### src/rtl/dff_pkg.sv
// Shared constants, state encodings and byte-lane merge helper for the dff
// register-file slave.
package dff_pkg;

    localparam int         NUM_REGS_DEFAULT = 4;
    localparam logic [1:0] RESP_OKAY        = 2'b00;

    typedef enum logic [1:0] {
        WR_IDLE    = 2'd0,
        WR_ADDR_OK = 2'd1,
        WR_DATA_OK = 2'd2,
        WR_RESP    = 2'd3
    } wr_state_t;

    typedef enum logic {
        RD_IDLE = 1'b0,
        RD_RESP = 1'b1
    } rd_state_t;

    function automatic logic [31:0] apply_wstrb(input logic [31:0] old_val,
                                                input logic [31:0] new_val,
                                                input logic [3:0]  strb);
        logic [31:0] result;
        result = old_val;
        for (int i = 0; i < 4; i++) begin
            if (strb[i]) begin
                result[8*i +: 8] = new_val[8*i +: 8];
            end
        end
        return result;
    endfunction

endpackage

### src/rtl/dff.sv
// AXI-Lite slave exposing NUM_REGS word-indexed 32-bit registers; one outstanding
// write, independent read path, every output registered.
module dff
    import dff_pkg::*;
#(
    parameter int ADDR_WIDTH = 32,
    parameter int DATA_WIDTH = 32,
    parameter int NUM_REGS   = NUM_REGS_DEFAULT
) (
    input  logic                    clk,
    input  logic                    rst,
    input  logic [ADDR_WIDTH-1:0]   cbus_awaddr,
    input  logic [2:0]              cbus_awprot,
    input  logic                    cbus_awvalid,
    output logic                    cbus_awready,
    input  logic [DATA_WIDTH-1:0]   cbus_wdata,
    input  logic [DATA_WIDTH/8-1:0] cbus_wstrb,
    input  logic                    cbus_wvalid,
    output logic                    cbus_wready,
    output logic [1:0]              cbus_bresp,
    output logic                    cbus_bvalid,
    input  logic                    cbus_bready,
    input  logic [ADDR_WIDTH-1:0]   cbus_araddr,
    input  logic [2:0]              cbus_arprot,
    input  logic                    cbus_arvalid,
    output logic                    cbus_arready,
    output logic [DATA_WIDTH-1:0]   cbus_rdata,
    output logic [1:0]              cbus_rresp,
    output logic                    cbus_rvalid,
    input  logic                    cbus_rready
);

    localparam int IDX_W = $clog2(NUM_REGS);

    logic unused_prot;
    assign unused_prot = ^{cbus_awprot, cbus_arprot};

    wr_state_t                 wr_state_q, wr_state_d;
    rd_state_t                 rd_state_q, rd_state_d;
    logic [ADDR_WIDTH-1:0]     awaddr_q, awaddr_d;
    logic [DATA_WIDTH-1:0]     wdata_q, wdata_d;
    logic [DATA_WIDTH/8-1:0]   wstrb_q, wstrb_d;
    logic                      awready_q, awready_d;
    logic                      wready_q, wready_d;
    logic                      bvalid_q, bvalid_d;
    logic [1:0]                bresp_q, bresp_d;
    logic                      arready_q, arready_d;
    logic                      rvalid_q, rvalid_d;
    logic [DATA_WIDTH-1:0]     rdata_q, rdata_d;
    logic [1:0]                rresp_q, rresp_d;
    logic [DATA_WIDTH-1:0]     regs_q [NUM_REGS];
    logic [DATA_WIDTH-1:0]     regs_d [NUM_REGS];

    logic aw_hs, w_hs, ar_hs;
    logic aw_mapped, ar_mapped;

    assign aw_hs     = cbus_awvalid && awready_q;
    assign w_hs      = cbus_wvalid && wready_q;
    assign ar_hs     = cbus_arvalid && arready_q;
    assign aw_mapped = (awaddr_q[ADDR_WIDTH-1:IDX_W] == '0);
    assign ar_mapped = (cbus_araddr[ADDR_WIDTH-1:IDX_W] == '0);

    always_comb begin
        wr_state_d = wr_state_q;
        awaddr_d   = awaddr_q;
        wdata_d    = wdata_q;
        wstrb_d    = wstrb_q;
        bvalid_d   = bvalid_q;
        bresp_d    = bresp_q;
        regs_d     = regs_q;

        if (aw_hs) awaddr_d = cbus_awaddr;
        if (w_hs) begin
            wdata_d = cbus_wdata;
            wstrb_d = cbus_wstrb;
        end

        case (wr_state_q)
            WR_IDLE: begin
                if (aw_hs && w_hs) wr_state_d = WR_RESP;
                else if (aw_hs)    wr_state_d = WR_ADDR_OK;
                else if (w_hs)     wr_state_d = WR_DATA_OK;
            end
            WR_ADDR_OK: if (w_hs)  wr_state_d = WR_RESP;
            WR_DATA_OK: if (aw_hs) wr_state_d = WR_RESP;
            WR_RESP: begin
                // First cycle in RESP commits the write; later cycles wait for bready.
                if (!bvalid_q) begin
                    if (aw_mapped) begin
                        regs_d[awaddr_q[IDX_W-1:0]] =
                            apply_wstrb(regs_q[awaddr_q[IDX_W-1:0]], wdata_q, wstrb_q);
                    end
                    bvalid_d = 1'b1;
                    bresp_d  = RESP_OKAY;
                end else if (cbus_bready) begin
                    bvalid_d   = 1'b0;
                    wr_state_d = WR_IDLE;
                end
            end
            default: wr_state_d = WR_IDLE;
        endcase

        awready_d = (wr_state_d == WR_IDLE) || (wr_state_d == WR_DATA_OK);
        wready_d  = (wr_state_d == WR_IDLE) || (wr_state_d == WR_ADDR_OK);
    end

    always_comb begin
        rd_state_d = rd_state_q;
        arready_d  = arready_q;
        rvalid_d   = rvalid_q;
        rdata_d    = rdata_q;
        rresp_d    = rresp_q;

        case (rd_state_q)
            RD_IDLE: begin
                arready_d = 1'b1;
                if (ar_hs) begin
                    rdata_d    = ar_mapped ? regs_q[cbus_araddr[IDX_W-1:0]] : '0;
                    rresp_d    = RESP_OKAY;
                    rvalid_d   = 1'b1;
                    arready_d  = 1'b0;
                    rd_state_d = RD_RESP;
                end
            end
            RD_RESP: begin
                if (cbus_rready) begin
                    rvalid_d   = 1'b0;
                    arready_d  = 1'b1;
                    rd_state_d = RD_IDLE;
                end
            end
            default: rd_state_d = RD_IDLE;
        endcase
    end

    always_ff @(posedge clk or posedge rst) begin
        if (rst) begin
            wr_state_q <= WR_IDLE;
            rd_state_q <= RD_IDLE;
            awaddr_q   <= '0;
            wdata_q    <= '0;
            wstrb_q    <= '0;
            awready_q  <= 1'b0;
            wready_q   <= 1'b0;
            bvalid_q   <= 1'b0;
            bresp_q    <= '0;
            arready_q  <= 1'b0;
            rvalid_q   <= 1'b0;
            rdata_q    <= '0;
            rresp_q    <= '0;
            regs_q     <= '{default: '0};
        end else begin
            wr_state_q <= wr_state_d;
            rd_state_q <= rd_state_d;
            awaddr_q   <= awaddr_d;
            wdata_q    <= wdata_d;
            wstrb_q    <= wstrb_d;
            awready_q  <= awready_d;
            wready_q   <= wready_d;
            bvalid_q   <= bvalid_d;
            bresp_q    <= bresp_d;
            arready_q  <= arready_d;
            rvalid_q   <= rvalid_d;
            rdata_q    <= rdata_d;
            rresp_q    <= rresp_d;
            regs_q     <= regs_d;
        end
    end

    assign cbus_awready = awready_q;
    assign cbus_wready  = wready_q;
    assign cbus_bvalid  = bvalid_q;
    assign cbus_bresp   = bresp_q;
    assign cbus_arready = arready_q;
    assign cbus_rvalid  = rvalid_q;
    assign cbus_rdata   = rdata_q;
    assign cbus_rresp   = rresp_q;

endmodule

### config.mk
export PLATFORM = sky130hd
export DESIGN_NAME = dff
export DESIGN_NICKNAME = d
export VERILOG_FILES = /design/src/rtl/dff_pkg.sv /design/src/rtl/dff.sv
export SDC_FILE = /design/constraint.sdc
export NUM_CORES = 1
export LEC_CHECK = 0
export ABC_AREA = 1
export BUFFER_PORTS_ARGS = -buffer_cell sky130_fd_sc_hd__buf_2
export CAP_MARGIN = 20
export CORE_UTILIZATION = 60
export CTS_BUF_LIST = sky130_fd_sc_hd__clkbuf_4 sky130_fd_sc_hd__clkbuf_8
export DETAILED_ROUTE_END_ITERATION = 10
export PLACE_DENSITY_LB_ADDON = 0.15
export SETUP_SLACK_MARGIN = 0.05
export SYNTH_ARGS = -nofsm -noshare
export SYNTH_HDL_FRONTEND = slang
export SYNTH_SLANG_ARGS = --single-unit
### constraint.sdc
create_clock -name clk -period 9.04 [get_ports clk]
set_input_delay 1.356 -clock clk [delete_from_list [all_inputs] [get_ports clk]]
set_output_delay 1.356 -clock clk [all_outputs]
set_load 0.03 [all_outputs]
==> impl_metrics.env, run 1 <==
export IMPL_outcome="completed"
export IMPL_ctsResizeCount=0
export IMPL_grt_ovfl_total=0
export IMPL_switching_share=0.389
export IMPL_postCtsSetupBuffers=0
export IMPL_hold_viol=0
export IMPL_clockBufferDepth=3
export IMPL_leakage_uw=0.00764
export IMPL_synth_seq_cells=236
export IMPL_dieArea_sq_um=20900
export IMPL_synth_top_flop_cell="dfrtp_1"
export IMPL_hpwl_mm=17.9
export IMPL_syn_avg_cell_area_sq_um=7.14
export IMPL_clock_fmax_mhz=335
export IMPL_finalNetCount=1916
export IMPL_track_usage=0.326
export IMPL_ys_warn_count=0
export IMPL_cap_viol_max_count=0
export IMPL_slew_viol_final=0
export IMPL_drive_above_1_share=0.138
export IMPL_net_switching_power_uw=1240
export IMPL_avgViaCountPerCell=5.41
export IMPL_ir_drop_uv=200
export IMPL_synth_most_common_cell="nand2_1"
export IMPL_yosysUniqueCellTypes=27
export IMPL_timing_worst_setup_path_type="in2reg"
export IMPL_startpoint_type="primary input"
export IMPL_num_antenna_cells=0
export IMPL_wire_per_inst_microns=15.7
export IMPL_vias=11300
export IMPL_coreArea_sq_um=19700
export IMPL_clkTransAtPathRegs_ns=0.06
export IMPL_syn_inst=1709
export IMPL_p_seq_frac=0.435
export IMPL_grt_max_degree=160
export IMPL_synthToLayoutAreaGrowth_pct=11.1
export IMPL_dp_cells=2023
export IMPL_rows=51
export IMPL_grt_pass1_wl_mm=52.4
export IMPL_cts_made_buffers=41
export IMPL_postCtsHoldBufs=0
export IMPL_clkPwrFrac=0.300
export IMPL_h_tree_depth=2
export IMPL_ys_top_cells_by_count="nand2_1, dfrtp_1, nand3_1, nor2_1, o21ai_0"
export IMPL_power_density_nw_per_um2=235
export IMPL_tritoncts="built"
export IMPL_path_cells="buf_2, inv_1, buf_4, nor2_1, o21ai_0, a21oi_1, nand2_1, nand2_1"
export IMPL_synthArstFlopShare=1.00
export IMPL_synth_top_cell_area_share=0.484
export IMPL_fin_setup_tns_ns=0
export IMPL_holdCritPathClass="reg2reg"
export IMPL_start_util=0.619
export IMPL_synth_top_area_cell="dfrtp_1"
export IMPL_antenna_found_initial=1
export IMPL_portBuffers=143
export IMPL_die_x_microns=145
export IMPL_finalWirelength_mm=32.7
export IMPL_cts_sinks=236
export IMPL_cp_startpoint="cbus_araddr[1]"
export IMPL_finalCriticalPeriod_ns=2.99
export IMPL_r2r_start="awaddr_q[12]$_DFFE_PP0P_"
export IMPL_slew_headroom=0.247
export IMPL_setup_slack_ns=6.05
export IMPL_min_from="regs_q[117]$_DFFE_PP0P_"
export IMPL_grt_pass1_vias=10500
export IMPL_synth_edf_count=0
export IMPL_cts_root_buf="clkbuf_8"
export IMPL_power_frac_comb=0.265
export IMPL_rsz0062_at_grt="no"
export IMPL_finClkSkew_ns=0.0164
export IMPL_critPathSlowestCell="buf_2"
export IMPL_path_common_cell="nand2_1"
export IMPL_instances_no_fill=2090
export IMPL_path_buf_inv=3
export IMPL_worst_slew_pin_slew_ns=1.13
export IMPL_p_int_uw=1950
export IMPL_worstPathMaxFanout=33
export IMPL_dieHeight_microns=145
export IMPL_route_detailed_drc=0
export IMPL_critPathCaptureType="register"
export IMPL_synthTopCellsByArea="dfrtp_1, nand2_1, nand3_1"
export IMPL_setup_viol=0
export IMPL_crit_arrival_ns=3.46
export IMPL_cp_required_ns=9.51
export IMPL_crit_family="buffers and inverters"
export IMPL_synth_area_sq_um=12200
export IMPL_fin_crit_sh=0.330
export IMPL_clock_latency_ns=0.54
export IMPL_drt_initial_drc_count=1124
export IMPL_drtAntennaViolNets=0
export IMPL_seq_area_frac_synth=0.484
export IMPL_cpPeakStageDelay_ns=0.67
export IMPL_pin_count=154
export IMPL_dp_slack_ns=5.53
export IMPL_drt_first_pass_iters=5
export IMPL_gp_congestion=0.829
## worst paths after layout
check / to / slack (ns) / depth (start not counted)
worst min register to register: regs_q[117]$_DFFE_PP0P_ / 0.47 / 2
max in group asynchronous: regs_q[19]$_DFFE_PP0P_ / 6.30 / 4
worst max register to register: regs_q[68]$_DFFE_PP0P_ / 6.15 / 8
worst max-delay path: cbus_rdata[23]$_DFFE_PP0P_ / 6.05 / 8
worst min-delay path: regs_q[117]$_DFFE_PP0P_ / 0.47 / 2
min in group asynchronous: cbus_arready$_DFFE_PP0P_ / 0.87 / 2
## worst min-delay path, cell delays in order (launching register included)
cell and delay (ns):
dfrtp_1 0.34, nand2_1 0.05, nand2_1 0.05
## state kept, by name (all words and copies together) (netlist names)
name and flops:
awaddr_q 32, cbus_arready 1, cbus_awready 1, cbus_bvalid 1, cbus_rdata 32, cbus_rvalid 1, cbus_wready 1, rd_state_q 1
regs_q 128, wdata_q 32, wr_state_q 2, wstrb_q 4
## layout by cell type (no fill, tap or decap), types with 2 or more instances in the layout
master,Yosys,routed
o21ai_0,99,99
buf_2,37,143
nand4_1,2,2
nand3_4,4,4
buf_4,9,14
clkinv_2,0,3
a21oi_1,53,53
inv_2,4,4
clkinv_1,4,4
nand3_1,132,131
dfrtp_2,0,2
nor2_4,0,2
buf_16,0,2
dfrtp_1,236,234
clkbuf_4,0,11
clkbuf_8,0,50
inv_1,35,34
nor2_1,116,115
conb_1,1,4
nor2_2,7,6
nand3_2,2,3
nand2_1,895,895
## cells by family after synthesis
| group | synth area share |
|---|---|
| AO/OA/AOI/OAI | 0.0630 |
| buffers and inverters | 0.0705 |
| flip-flops | 0.484 |
| other | 0.000307 |
| AND/OR/NAND/NOR | 0.382 |
## routing by layer
layer / wire length (microns) / GRT usage
met1: 13700 / 0.439
met2: 15200 / 0.541
met3: 3420 / 0.0619
met4: 433 / 0.0898
met5: 11 / 0
## layout make-up
type / instances / area (sq um)
Clock buffer: 61 / 771
Inverter: 44 / 175
Multi-Input combinational cell: 1321 / 5470
Timing Repair Buffer: 159 / 876
Clock inverter: 4 / 22.5
Sequential cell: 236 / 5910
Fill cell: 1735 / 6170
Tap cell: 265 / 332
## power groups by stage
| stage | Clock, uW | Sequential, uW | Combinational, uW |
|---|---|---|---|
| after floorplan | 0 | 1320 | 609 |
| after global placement | 0 | 1390 | 805 |
| after detailed placement | 0 | 1400 | 820 |
| after CTS | 967 | 1380 | 825 |
| after global routing | 1010 | 1400 | 925 |
| final | 956 | 1390 | 845 |
## per-stage QoR
step           hold WS [ns]  instance area (sq um)   util  total power (uW)
4_1_cts               0.472                  13500  0.684              3170
3_5_place_dp          0.458                  12700  0.644              2220
2_1_floorplan         0.442                  12200      -              1930
6_report              0.468                  13500  0.687              3190
3_3_place_gp          0.454                  12700  0.644              2190
5_1_grt               0.496                  13500  0.687              3340
Power figures use the tool's default switching activity.
==> run 2, diff against run 1 <==
Settings changed: CORE_UTILIZATION 60 to 55.
Clock period 9.04 ns to 2.5 ns, I/O delays scaled along.
==> impl_metrics.env, run 2 (synthesized netlist as in run 1, its figures left out) <==
export IMPL_rows=54
export IMPL_pin_count=154
export IMPL_leakage_uw=0.00779
export IMPL_h_tree_depth=2
export IMPL_setup_viol=0
export IMPL_n_fill_cell=2075
export IMPL_tritoncts="built"
export IMPL_rsz0062_at_grt="no"
export IMPL_regMostFlops="regs_q"
export IMPL_start_util=0.561
export IMPL_use_met2=0.480
export IMPL_antenna_found_initial=0
export IMPL_wire_per_inst_microns=15.5
export IMPL_fin_util=0.638
export IMPL_route_detailed_drc=0
export IMPL_grt_util_met1=0.423
export IMPL_crit_arrival_ns=2.41
export IMPL_p_total_uw=11900
export IMPL_dieArea_sq_um=22800
export IMPL_clockBufferDepth=3
export IMPL_finalWirelength_mm=33.0
export IMPL_avgViaCountPerCell=5.28
export IMPL_outcome="completed"
export IMPL_clock_latency_ns=0.55
export IMPL_gp_congestion=0.825
export IMPL_postCtsHoldBufs=3
export IMPL_grt_ovfl_total=0
export IMPL_grt_busiest_layer="met2"
export IMPL_dieHeight_microns=151
export IMPL_track_usage=0.300
export IMPL_holdCritPathClass="in2reg"
export IMPL_fin_setup_tns_ns=0
export IMPL_cap_viol_max_count=0
export IMPL_use_met3=0.0455
export IMPL_worst_slew_pin_slew_ns=0.588
export IMPL_clock_fmax_mhz=518
export IMPL_num_antenna_cells=0
export IMPL_drive_above_1_share=0.148
export IMPL_slew_viol_final=0
export IMPL_cts_made_buffers=40
export IMPL_grt_max_degree=90
export IMPL_ctsResizeCount=0
export IMPL_synthToLayoutAreaGrowth_pct=13.8
export IMPL_portBuffers=143
export IMPL_grt_pass1_wl_mm=52.9
export IMPL_finalNetCount=1933
export IMPL_drt_first_pass_iters=5
export IMPL_clkTransAtPathRegs_ns=0.06
export IMPL_hpwl_mm=18.8
export IMPL_finalCriticalPeriod_ns=1.93
export IMPL_slew_headroom=0.608
export IMPL_vias=11300
export IMPL_power_density_nw_per_um2=855
export IMPL_placed_area_sq_um=13000
export IMPL_ir_drop_uv=768
export IMPL_final_common_cell="nand2_1"
export IMPL_critPathCaptureType="register"
export IMPL_die_x_microns=151
export IMPL_fin_crit_sh=0.773
export IMPL_startpoint_type="register"
export IMPL_grt_pass1_vias=10400
export IMPL_hold_viol=0
export IMPL_final_area_sq_um=13900
export IMPL_postCtsSetupBuffers=0
export IMPL_drtAntennaViolNets=0
export IMPL_largest_register_ffs=128
export IMPL_cts_sinks=236
export IMPL_coreArea_sq_um=21800
export IMPL_cp_required_ns=2.98
export IMPL_finClkSkew_ns=0.0171
export IMPL_drt_initial_drc_count=1123
export IMPL_worstPathMaxFanout=18
export IMPL_timing_worst_setup_path_type="reg2reg"
export IMPL_layout_common_cells="nand2_1, dfrtp_1, buf_2, nand3_1, nor2_1"
export IMPL_cts_root_buf="clkbuf_8"
## run 2: cell count changes in the layout (fill, tap and decap cells not counted), sizes merged
cell         delta
buf            +15
clkbuf          +9
clkinv          -2
clkinvlp        +2
dlygate4sd3     +3
inv             -1
## run 2: area by class of cell
cell class | instances | area, sq um | share of cell area
clock buffer | 70 | 857 | 0.0617
timing repair buffer | 177 | 1120 | 0.0804
multi-input combinational | 1321 | 5460 | 0.393
clock inverter | 3 | 20.0 | 0.00144
inverter | 44 | 171 | 0.0123
sequential | 236 | 5910 | 0.426
tap | 280 | 350 | 0.0252
## run 2: layer usage
metal / routed length (microns) / up-vias
li1: - / 5550
met1: 14400 / 5137
met2: 15200 / 503
met3: 2700 / 61
met4: 733 / 0
met5: 0 / -
## run 2: path summary, 6_finish.rpt
kind                                      startpoint                    endpoint  slack [ns]  depth (start not counted)
max in group asynchronous                        rst     wdata_q[19]$_DFFE_PP0P_        1.28                          4
hold / removal                       cbus_awaddr[10]    awaddr_q[10]$_DFFE_PP0P_        0.02                          3
hold reg to reg            cbus_rdata[4]$_DFFE_PP0P_   cbus_rdata[4]$_DFFE_PP0P_        0.47                          2
setup reg to reg            awaddr_q[29]$_DFFE_PP0P_      regs_q[29]$_DFFE_PP0P_        0.57                          8
setup / recovery            awaddr_q[29]$_DFFE_PP0P_      regs_q[29]$_DFFE_PP0P_        0.57                          8
min in group asynchronous                        rst  cbus_rdata[30]$_DFFE_PP0P_        0.40                          3
## run 2: per-stage QoR
| step | hold WS [ns] | setup slack (ns) | cells |
|---|---|---|---|
| floorplan | 0.442 | -0.967 | 1712 |
| global placement | 0.407 | 0.645 | 2055 |
| detailed placement | 0.405 | 0.627 | 2055 |
| CTS | 0.000955 | 0.589 | 2131 |
| global route | 0.0100 | 0.403 | 2131 |
| finish | 0.0165 | 0.568 | 2131 |
## run 2: critical path: stages (launching register included)
cell and delay, ns:
dfrtp_1 0.39, nor2_2 0.12, nand3_2 0.17, inv_2 0.09, nand3_2 0.08, nor2_4 0.46
buf_4 0.34, nand3_1 0.11, nand2_1 0.10
## run 2: power by group
part           switching, uW  internal, uW  leakage [uW]
combinational           2550           792       0.00416
sequential               401          4410       0.00317
clock                   1570          2140      0.000463
